`config.mk`:
```
export PLATFORM = sky130hd
export DESIGN_NAME = gpio_in
export DESIGN_NICKNAME = d
export VERILOG_FILES = /design/src/rtl/gpio_in.sv
export SDC_FILE = /design/constraint.sdc
export NUM_CORES = 1
export LEC_CHECK = 0
export BUFFER_PORTS_ARGS = -buffer_cell sky130_fd_sc_hd__buf_2
export CAP_MARGIN = 30
export CORE_UTILIZATION = 48
export DETAILED_ROUTE_END_ITERATION = 12
export GPL_ROUTABILITY_DRIVEN = 0
export GPL_TIMING_DRIVEN = 0
export PLACE_DENSITY = 0.85
export SLEW_MARGIN = 5
export SYNTH_ARGS = -nofsm -noshare
export SYNTH_HDL_FRONTEND = slang
export SYNTH_SLANG_ARGS = --single-unit
```
`constraint.sdc`:
```
create_clock -name CLK -period 3.9 [get_ports CLK]
set_input_delay 0.195 -clock CLK [delete_from_list [all_inputs] [get_ports CLK]]
set_output_delay 0.195 -clock CLK [all_outputs]
set_load 0.005 [all_outputs]
```
`src/rtl/gpio_in.sv`:
```
// Memory-mapped GPIO input block: synchronised, debounced pins with sticky W1C edge flags.
// Define GPIO_IN_IRQ_EN to implement the MASK register and the level irq output.
`ifndef WORDSIZE
`define WORDSIZE 31:0
`endif

module gpio_in #(
  parameter int          WIDTH           = 4,
  parameter int          DEBOUNCE_CYCLES = 16,
  parameter logic [31:0] BASE_ADDR       = 32'h0000_0100
) (
  input  logic             CLK,
  input  logic             reset,
  input  logic [WIDTH-1:0] in_pins,
  input  logic [`WORDSIZE] addr,
  input  logic [`WORDSIZE] wdata,
  input  logic             we,
  output logic             hit,
  output logic [`WORDSIZE] rdata,
  output logic             irq
);

  localparam int            CW       = $clog2(DEBOUNCE_CYCLES) + 1;
  localparam logic [CW-1:0] CNT_LAST = CW'(DEBOUNCE_CYCLES - 1);

  typedef enum logic [1:0] {
    REG_DATA = 2'd0,
    REG_RISE = 2'd1,
    REG_FALL = 2'd2,
    REG_MASK = 2'd3
  } reg_sel_e;

  logic [WIDTH-1:0] r_s1, r_s2, r_stable, r_rise, r_fall;
  logic [CW-1:0]    r_cnt [WIDTH];

  logic [31:0]      w_offset;
  reg_sel_e         w_sel;
  logic             w_wr;
  logic [WIDTH-1:0] w_stable_nxt, w_rise_set, w_fall_set, w_rise_clr, w_fall_clr;
  logic [CW-1:0]    w_cnt_nxt [WIDTH];
  logic [WIDTH-1:0] w_mask;
  logic             w_unused;

  // Offset below BASE_ADDR wraps to a large value, so one compare bounds both ends.
  assign w_offset = addr - BASE_ADDR;
  assign w_sel    = reg_sel_e'(w_offset[3:2]);
  assign hit      = (addr[1:0] == 2'b00) && (w_offset < 32'h10);
  assign w_wr     = hit && we && reset;
  assign w_unused = ^wdata;

  // NOTE: every always_comb output gets a default first so no path can infer a latch.
  always_comb begin
    w_stable_nxt = r_stable;
    for (int i = 0; i < WIDTH; i++) begin
      w_cnt_nxt[i] = '0;
      if (r_s2[i] != r_stable[i]) begin
        if (r_cnt[i] == CNT_LAST) w_stable_nxt[i] = r_s2[i];
        else                      w_cnt_nxt[i]    = r_cnt[i] + 1'b1;
      end
    end
  end

  assign w_rise_set = w_stable_nxt & ~r_stable;
  assign w_fall_set = ~w_stable_nxt & r_stable;
  assign w_rise_clr = (w_wr && w_sel == REG_RISE) ? wdata[WIDTH-1:0] : '0;
  assign w_fall_clr = (w_wr && w_sel == REG_FALL) ? wdata[WIDTH-1:0] : '0;

  // NOTE: sequential state uses non-blocking assignments only, so all registers see pre-edge values.
  always_ff @(posedge CLK) begin
    if (!reset) begin
      r_s1     <= '0;
      r_s2     <= '0;
      r_stable <= '0;
      r_rise   <= '0;
      r_fall   <= '0;
      // NOTE: the counter array is small flop storage, not RAM, so it is reset like any register.
      for (int i = 0; i < WIDTH; i++) r_cnt[i] <= '0;
    end else begin
      r_s1     <= in_pins;
      r_s2     <= r_s1;
      r_stable <= w_stable_nxt;
      r_rise   <= (r_rise & ~w_rise_clr) | w_rise_set;
      r_fall   <= (r_fall & ~w_fall_clr) | w_fall_set;
      for (int i = 0; i < WIDTH; i++) r_cnt[i] <= w_cnt_nxt[i];
    end
  end

`ifdef GPIO_IN_IRQ_EN
  logic [WIDTH-1:0] r_mask;
  logic             r_irq;

  always_ff @(posedge CLK) begin
    if (!reset) begin
      r_mask <= '0;
      r_irq  <= 1'b0;
    end else begin
      if (w_wr && w_sel == REG_MASK) r_mask <= wdata[WIDTH-1:0];
      r_irq <= |(r_rise & r_mask);
    end
  end

  assign w_mask = r_mask;
  assign irq    = r_irq;
`else
  assign w_mask = '0;
  assign irq    = 1'b0;
`endif

  // Gated by reset so reads during reset show cleared state even before the first edge.
  always_comb begin
    rdata = '0;
    if (hit && reset) begin
      case (w_sel)
        REG_DATA: rdata[WIDTH-1:0] = r_stable;
        REG_RISE: rdata[WIDTH-1:0] = r_rise;
        REG_FALL: rdata[WIDTH-1:0] = r_fall;
        REG_MASK: rdata[WIDTH-1:0] = w_mask;
      endcase
    end
  end

endmodule
```
# After elaboration in Yosys (flattened, before gate mapping)
# Memory sizes are Yosys's and may differ from the RTL's.
# Cells that the tools add are included.
[word_totals]
wordCells = 71
ramBits = 20
n_memories = 1
out_inout_bits = 34
reg_bits = 20
[classes]
mux = 26
n_lt_le_gt_ge = 1
reduce_logical = 8
add_sub_neg = 5
n_eq_ne = 11
bitwise_logic = 14
[memory_table]
columns = ["name", "words", "width", "read_ports", "rd_ports_with_merged_regs", "write_ports", "line", "source"]
rows = [
  ["r_cnt", 4, 5, 4, 0, 4, "34", "logic [CW-1:0] r_cnt [WIDTH];"],
]
[ops]
columns = ["op", "n"]
rows = [
  ["5-bit 2-to-1 mux", 12],
  ["32-bit by 5-bit less-than comparator with 1-bit output (second input constant)", 1],
  ["32-bit by 9-bit subtractor with 32-bit output (second input constant)", 1],
  ["5-bit by 1-bit adder with 5-bit output (second input constant)", 4],
  ["5-bit by 4-bit == test with 1-bit output (second input constant)", 4],
  ["4-bit bitwise AND", 4],
  ["4-bit NOT", 4],
  ["4-bit case mux with 4 select lines", 1],
  ["4-bit 2-to-1 mux", 3],
  ["1-bit 2-to-1 mux", 10],
  ["4-bit bitwise OR", 2],
  ["1-bit logical AND", 6],
  ["2-bit == test (second input constant)", 2],
  ["2-bit zero test", 2],
  ["1-bit != test", 4],
  ["1-bit bitwise OR", 4],
  ["2-bit by 1-bit == test with 1-bit output (second input constant)", 1],
]

# Longest topological paths before layout
# Gate-level depths: netlist of run 1.
[depth]
ltp_word = 10
ltp_mapped = 6

# Worst setup path before layout of run 1
# OpenSTA, ideal clock, no wires.
[synth_path]
kind = "input to output"
start = "input addr[14]"
end = "output rdata[0]"
path_buffers = 0
cell_stages = 5
arrival_ps = 2078
slack_ps = 1627
path_cell_list = "or4_1 or4_4 o21bai_4 a2111oi_4 and2_1"
[synth_via]
elab_chain_len = 5
[synth_rtl]
columns = ["item", "line", "source"]
rows = [
  ["from (decl)", "15", "input logic [`WORDSIZE] addr,"],
  ["32-bit by 9-bit subtractor with 32-bit output", "45", "assign w_offset = addr - BASE_ADDR;"],
  ["32-bit by 5-bit less-than comparator with 1-bit output", "47", "assign hit = (addr[1:0] == 2'b00) && (w_offset < 32'h10);"],
  ["1-bit logical AND", "47", ""],
  ["1-bit logical AND", "112", "if (hit && reset) begin"],
  ["4-bit 2-to-1 mux", "112", ""],
  ["to (decl)", "19", "output logic [`WORDSIZE] rdata,"],
]
# No other way between the ends.

# Worst setup path after layout of run 1
[layout_path]
start = "input addr[14]"
end = "output rdata[2]"
# The elaborated chain is that of the path after synthesis.

==> results of run 1 <==
[path summary, 6_finish.rpt]
path                             startpoint           to  slack (ps)
worst max-delay path               addr[14]     rdata[2]        1170
worst min-delay path             in_pins[0]      r_s1[0]         110
worst max register to register  r_cnt[0][0]  r_cnt[0][3]        2310
worst min register to register      r_s1[1]      r_s2[1]         430
[flip-flops by register name (all words and copies together) (netlist names)]
signal and flops:
r_s2 4, r_cnt 20, r_s1 4, r_rise 4, r_fall 4, r_stable 4
[final cells by class]
| class | instances | share of cell area [%] |
|---|---|---|
| Buffer | 33 | 8.94 |
| Clock buffer | 7 | 3.70 |
| Inverter | 13 | 1.87 |
| Multi-Input combinational cell | 174 | 43.7 |
| Sequential cell | 40 | 30.8 |
| Tap cell | 50 | 2.40 |
| Timing Repair Buffer | 45 | 8.65 |
[through the flow]
stage | cell area [µm²] | instances
finish | 2600 | 362
global route | 2600 | 362
CTS | 2600 | 362
detailed placement | 2510 | 355
global placement | 2510 | 355
floorplan | 2220 | 260
[layout by cell type, fill, tap and decap left out, drive strengths merged, types with 4 or more instances in the layout]
cell and n:
buf 74, dfxtp 40, conb 29, nor2 26, inv 13, and2 12
clkbuf 11, xnor2 9, nand3 9, o21ai 9, mux2i 8, nand2 8
ha 8, or4 8, a2111oi 7, or3 5, nor2b 5, and3 4
xor2 4, o2bb2ai 4, nor3b 4, a21oi 4
[critical path: cells and delay by family]
family | cells | cell delay [ps]
AO/OA/AOI/OAI | 2 | 910
buffers and inverters | 2 | 210
AND/OR/NAND/NOR | 3 | 1230
[power groups by stage]
stage	clock network, W	registers [W]	logic, W
final	0.000286	0.000416	0.0000803
after floorplan	0	0.000425	0.0000500
after global placement	0	0.000425	0.0000779
after CTS	0.000296	0.000416	0.0000795
after detailed placement	0	0.000426	0.0000792
after global routing	0.000310	0.000417	0.0000905
[routing by layer]
| metal | up-vias | GRT usage, % | part of all wire [%] |
|---|---|---|---|
| met3 | 6 | 3.33 | 9.3 |
| met1 | 735 | 20.9 | 43 |
| met2 | 75 | 28.1 | 45 |
| met5 | - | 0 | 0 |
| li1 | 903 | - | - |
| met4 | 0 | 8.59 | 1.7 |
[kinds of logic after synthesis]
logic type,count (synthesis)
mux,8
fa+ha+maj,8
flops,40
xor+xnor,13
buf+inv,46
simple gates,87
other cells,1
compound gates,29
==> qor.yml, run 1 <==
status:
  status: "complete, no violations"
die:
  io_pins: 105
  initial_core_util_pct: 51.4
  core_region_area_mm2: 0.00412
  rows: 23
  die_x_um: 68.4
  die_area_mm2: 0.00467
  dieHeight_um: 68.4
setup_path:
  crit_top_cell: "buf_2"
  critPathRequiredTime_ps: 3700
  start_kind: "input port"
  crit_chain: "buf_2 > or4_1 > o41ai_1 > nand4_1 > a2111oi_4 > and2_1 > buf_2"
  cp_slowest_stage_delay_ps: 600
  worstSetupPathType: "in2out"
  worstPathArrival_ps: 2540
  worst-r2r-cell-count: 5
  slowest_stage: "or4_1"
  crit_fanout: 7
  endpoint_kind: "output pin"
cells_and_area:
  fillCellCount: 368
  diodes: 0
  drive_gt1_share_pct: 27.9
  multi_input_area_mm2: 0.00114
  syn_to_final_growth_pct: 23.1
  final_core_util_pct: 63.3
  finish.net_count: 391
  seq_area_um2: 801
yosys:
  synth-seq-cells: 40
  synth_ff_type: "dfxtp_1"
  synth_edf_count: 0
  synth_compound_area_share_pct: 12.1
  synth_top_area_cell: "dfxtp_1"
  synth_top_family_by_area: "simple AND/OR/NAND/NOR gates"
  synth_simple_gate_area_share_pct: 22.6
  ys_seq_area_share_pct: 37.9
  synth.avg_cell_area_um2: 9.11
  synth_adder_area_share_pct: 4.73
  syn_area_mm2: 0.00211
  synthCells: 232
  ys_top_cells_by_count: "40 x dfxtp_1, 29 x buf_4, 26 x nor2_1"
  synth.area.mux_share_pct: 3.79
  ys_warn_count: 0
  synth_most_common_cell: "dfxtp_1"
  synth_top_area_share_pct: 37.9
  synthArstFlopShare_pct: 0
  synthTopCellsByArea: "dfxtp_1 38%, buf_4 10%, ha_1 4.7%"
  synth_xor_area_share_pct: 5.38
  synth.distinct_cells: 36
sta:
  report.final.hold_viol_count: 0
  timing.final.ws_setup_ps: 1170
  skew_ps: 7.21
  final.min_clock_period_ps: 2730
  fin_setup_tns_ps: 0
  fmax_mhz: 366
  worst_slew_pin_slew_ps: 542
  maxSlewViolCount: 0
  period_share_pct: 70.0
  setup_violations: 0
  holdWs_ps: 115
  max_slew_margin_pct: 63.4
  rsz0062_at_grt: "no"
routing:
  vias: 1719
  drt_first_pass_iters: 4
  wl_mm: 3.86
  routedWlPerCell_um: 10.7
  drc_errors: 0
  route.antenna.remaining_nets: 0
  viasPerCell: 4.75
  drt_iter0_drc: 29
clock_network:
  numCtsBuffers: 5
  cts_setup_buffers: 0
  htree_levels: 2
  tritoncts: "yes"
  path_clk_slew_ps: 60
  cts_hold_buf: 0
  cts_buffer_depth: 2
  cts_root_buf: "clkbuf_8"
  ctsResizeCount: 0
  clkSinkCount: 40
  worstSkewPairLatency_ps: 290
power_and_ir_drop:
  seq_power_share_pct: 53.2
  swShare_pct: 21.4
  p_switching_w: 0.000167
  clock_power_share_pct: 36.5
  pwr-share-comb_pct: 10.3
  peakVddDrop_mv: 0.304
  powerDensity_mw_per_mm2: 300
  finalPower_w: 0.000782
  p_leak_nw: 1.11
  p_int_w: 0.000615
hold_path:
  holdCritPathClass: "in2reg"
  holdPathStages: 2
grt:
  grt_max_degree: 12
  antenna_found_initial: 0
  grt_pass1_wl_mm: 5.78
  grt_pass1_vias: 1384
  track_usage_pct: 17.0
  grt_overflow: 0
placement:
  port_buffers: 45
  dp_hpwl_mm: 3.10
  post-place-ws_ps: 1200
flow_run:
  cap_violations: 0
Note: power is estimated with default switching activity, not from simulation.
==> inputs of run 2 (changes only) <==
--- a/config.mk
+++ b/config.mk
@@ -7,11 +7,11 @@
 export LEC_CHECK = 0
 export BUFFER_PORTS_ARGS = -buffer_cell sky130_fd_sc_hd__buf_2
 export CAP_MARGIN = 30
-export CORE_UTILIZATION = 48
+export CORE_UTILIZATION = 46
 export DETAILED_ROUTE_END_ITERATION = 12
 export GPL_ROUTABILITY_DRIVEN = 0
 export GPL_TIMING_DRIVEN = 0
-export PLACE_DENSITY = 0.85
+export PLACE_DENSITY = 0.82
 export SLEW_MARGIN = 5
 export SYNTH_ARGS = -nofsm -noshare
 export SYNTH_HDL_FRONTEND = slang
==> constraint.sdc (replaced) <==
create_clock -name CLK -period 2.65 [get_ports CLK]
set_input_delay 0.1325 -clock CLK [delete_from_list [all_inputs] [get_ports CLK]]
set_output_delay 0.1325 -clock CLK [all_outputs]
set_load 0.005 [all_outputs]
==> qor.yml, run 2 (synthesis results as in run 1) <==
status:
  status: "complete, no violations"
clock_network:
  cts_hold_buf: 0
  cts_root_buf: "clkbuf_8"
  worstSkewPairLatency_ps: 290
  numCtsBuffers: 5
  htree_levels: 2
  clkSinkCount: 40
  tritoncts: "yes"
  cts_buffer_depth: 2
  path_clk_slew_ps: 70
hold_path:
  holdPathStages: 2
  holdCritPathClass: "in2reg"
  min_to: "r_s1[0]"
  hold_start: "in_pins[0]"
sta:
  rsz0062_at_grt: "no"
  skew_ps: 9.11
  final.min_clock_period_ps: 2530
  maxSlewViolCount: 0
  fmax_mhz: 396
  max_slew_margin_pct: 62.0
  timing.final.ws_setup_ps: 123
  holdWs_ps: 42.5
  worst_slew_pin_slew_ps: 561
  period_share_pct: 95.3
  setup_violations: 0
  report.final.hold_viol_count: 0
  fin_setup_tns_ps: 0
placement:
  port_buffers: 45
  dp_hpwl_mm: 3.14
  post-place-ws_ps: 115
cells_and_area:
  layout_commonest_cell: "buf_2"
  top_register: "r_cnt"
  mostFrequentLayoutCells: "45 x buf_2, 40 x dfxtp_1, 32 x buf_4, 29 x conb_1, 26 x nor2_1"
  fillCellCount: 400
  diodes: 0
  largest_register_ffs: 20
  drive_gt1_share_pct: 28.8
  finish.net_count: 394
  syn_to_final_growth_pct: 25.7
die:
  io_pins: 105
  die_x_um: 69.8
  core_region_area_mm2: 0.00438
  initial_core_util_pct: 48.2
  die_area_mm2: 0.00487
  rows: 24
  dieHeight_um: 69.8
power_and_ir_drop:
  peakVddDrop_mv: 0.545
  p_switching_w: 0.000261
  p_int_w: 0.00101
  clock_power_share_pct: 42.2
  p_leak_nw: 1.14
  powerDensity_mw_per_mm2: 476
  pwr-share-comb_pct: 9.4
  swShare_pct: 20.6
  seq_power_share_pct: 48.4
routing:
  viasPerCell: 4.82
  route.antenna.remaining_nets: 0
  drt_iter0_drc: 26
  vias: 1775
  wl_mm: 4.04
  drt_first_pass_iters: 4
  drc_errors: 0
  routedWlPerCell_um: 11.0
grt:
  grt_pass1_vias: 1607
  grt_max_degree: 13
  grt_overflow: 0
  grt_pass1_wl_mm: 6.92
  track_usage_pct: 17.7
  antenna_found_initial: 0
setup_path:
  worst-r2r-cell-count: 5
  worstSetupPathType: "in2out"
  endpoint_kind: "output pin"
  critPathRequiredTime_ps: 2520
  worstPathArrival_ps: 2390
  r2r_slack_ps: 1090
  start_kind: "input port"
  crit_fanout: 7
  regToRegStartpoint: "r_cnt[3][0]"
  r2r-end: "r_cnt[3][2]"
flow_run:
  cap_violations: 0
-- run 2: cell types whose count changed in the layout (fill, tap and decap cells not counted) --
cell,before,now
buf_4,29,32
bufinv_16,0,1
-- run 2: critical path, stage by stage --
cell and delay, ps:
buf_2 100, or4_1 550, or4_4 580, o21bai_4 240, a2111oi_4 470, and2_1 210, buf_2 110
-- run 2: what timing repair did --
item / in CTS / in global routing
buffers inserted: 0 / 3
endpoints found under the setup margin: 0 / 4
gates resized for setup: 0 / 0
-- run 2: worst max-delay path by stage --
stage | endpoint | startpoint
final | rdata[3] | addr[22]
after global routing | rdata[3] | addr[22]
after CTS | rdata[3] | addr[22]
after detailed placement | rdata[3] | addr[22]
after global placement | rdata[3] | addr[22]
after floorplan | rdata[0] | addr[14]
-- run 2: routing by layer --
metal  track usage (%)  vias up  share of wire (%)
li1                  -      911                  -
met2              29.3       73                 46
met5                 0        -                  0
met3              4.51        9                8.3
met1              21.4      782                 43
met4              8.00        0                2.1
-- run 2: stage by stage --
| step | util [%] | total power (W) | instance area [µm²] | cells |
|---|---|---|---|---|
| final | 60.6 | 0.00127 | 2660 | 368 |
| after detailed placement | 57.2 | 0.000744 | 2510 | 357 |
| after global placement | 57.2 | 0.000741 | 2510 | 357 |
| after floorplan | - | 0.000699 | 2220 | 260 |
| after CTS | 60.1 | 0.00128 | 2640 | 365 |
| after global routing | 60.6 | 0.00132 | 2660 | 368 |
-- run 2: area by class of cell --
class / count / area, µm² / area share, %
inverter: 13 / 48.8 / 1.84
sequential: 40 / 801 / 30.1
timing repair buffer: 48 / 248 / 9.32
multi-input combinational: 174 / 1140 / 42.8
clock buffer: 7 / 96.3 / 3.62
clock inverter: 1 / 30.0 / 1.13
buffer: 33 / 233 / 8.75
tap: 52 / 65.1 / 2.45
-- run 2: power by group through the flow --
| stage | logic (W) | clock network, W | registers (W) |
|---|---|---|---|
| finish | 0.000119 | 0.000535 | 0.000613 |
| global route | 0.000132 | 0.000572 | 0.000614 |
| CTS | 0.000118 | 0.000546 | 0.000612 |
| detailed placement | 0.000117 | 0 | 0.000626 |
| global placement | 0.000115 | 0 | 0.000626 |
| floorplan | 0.0000735 | 0 | 0.000625 |
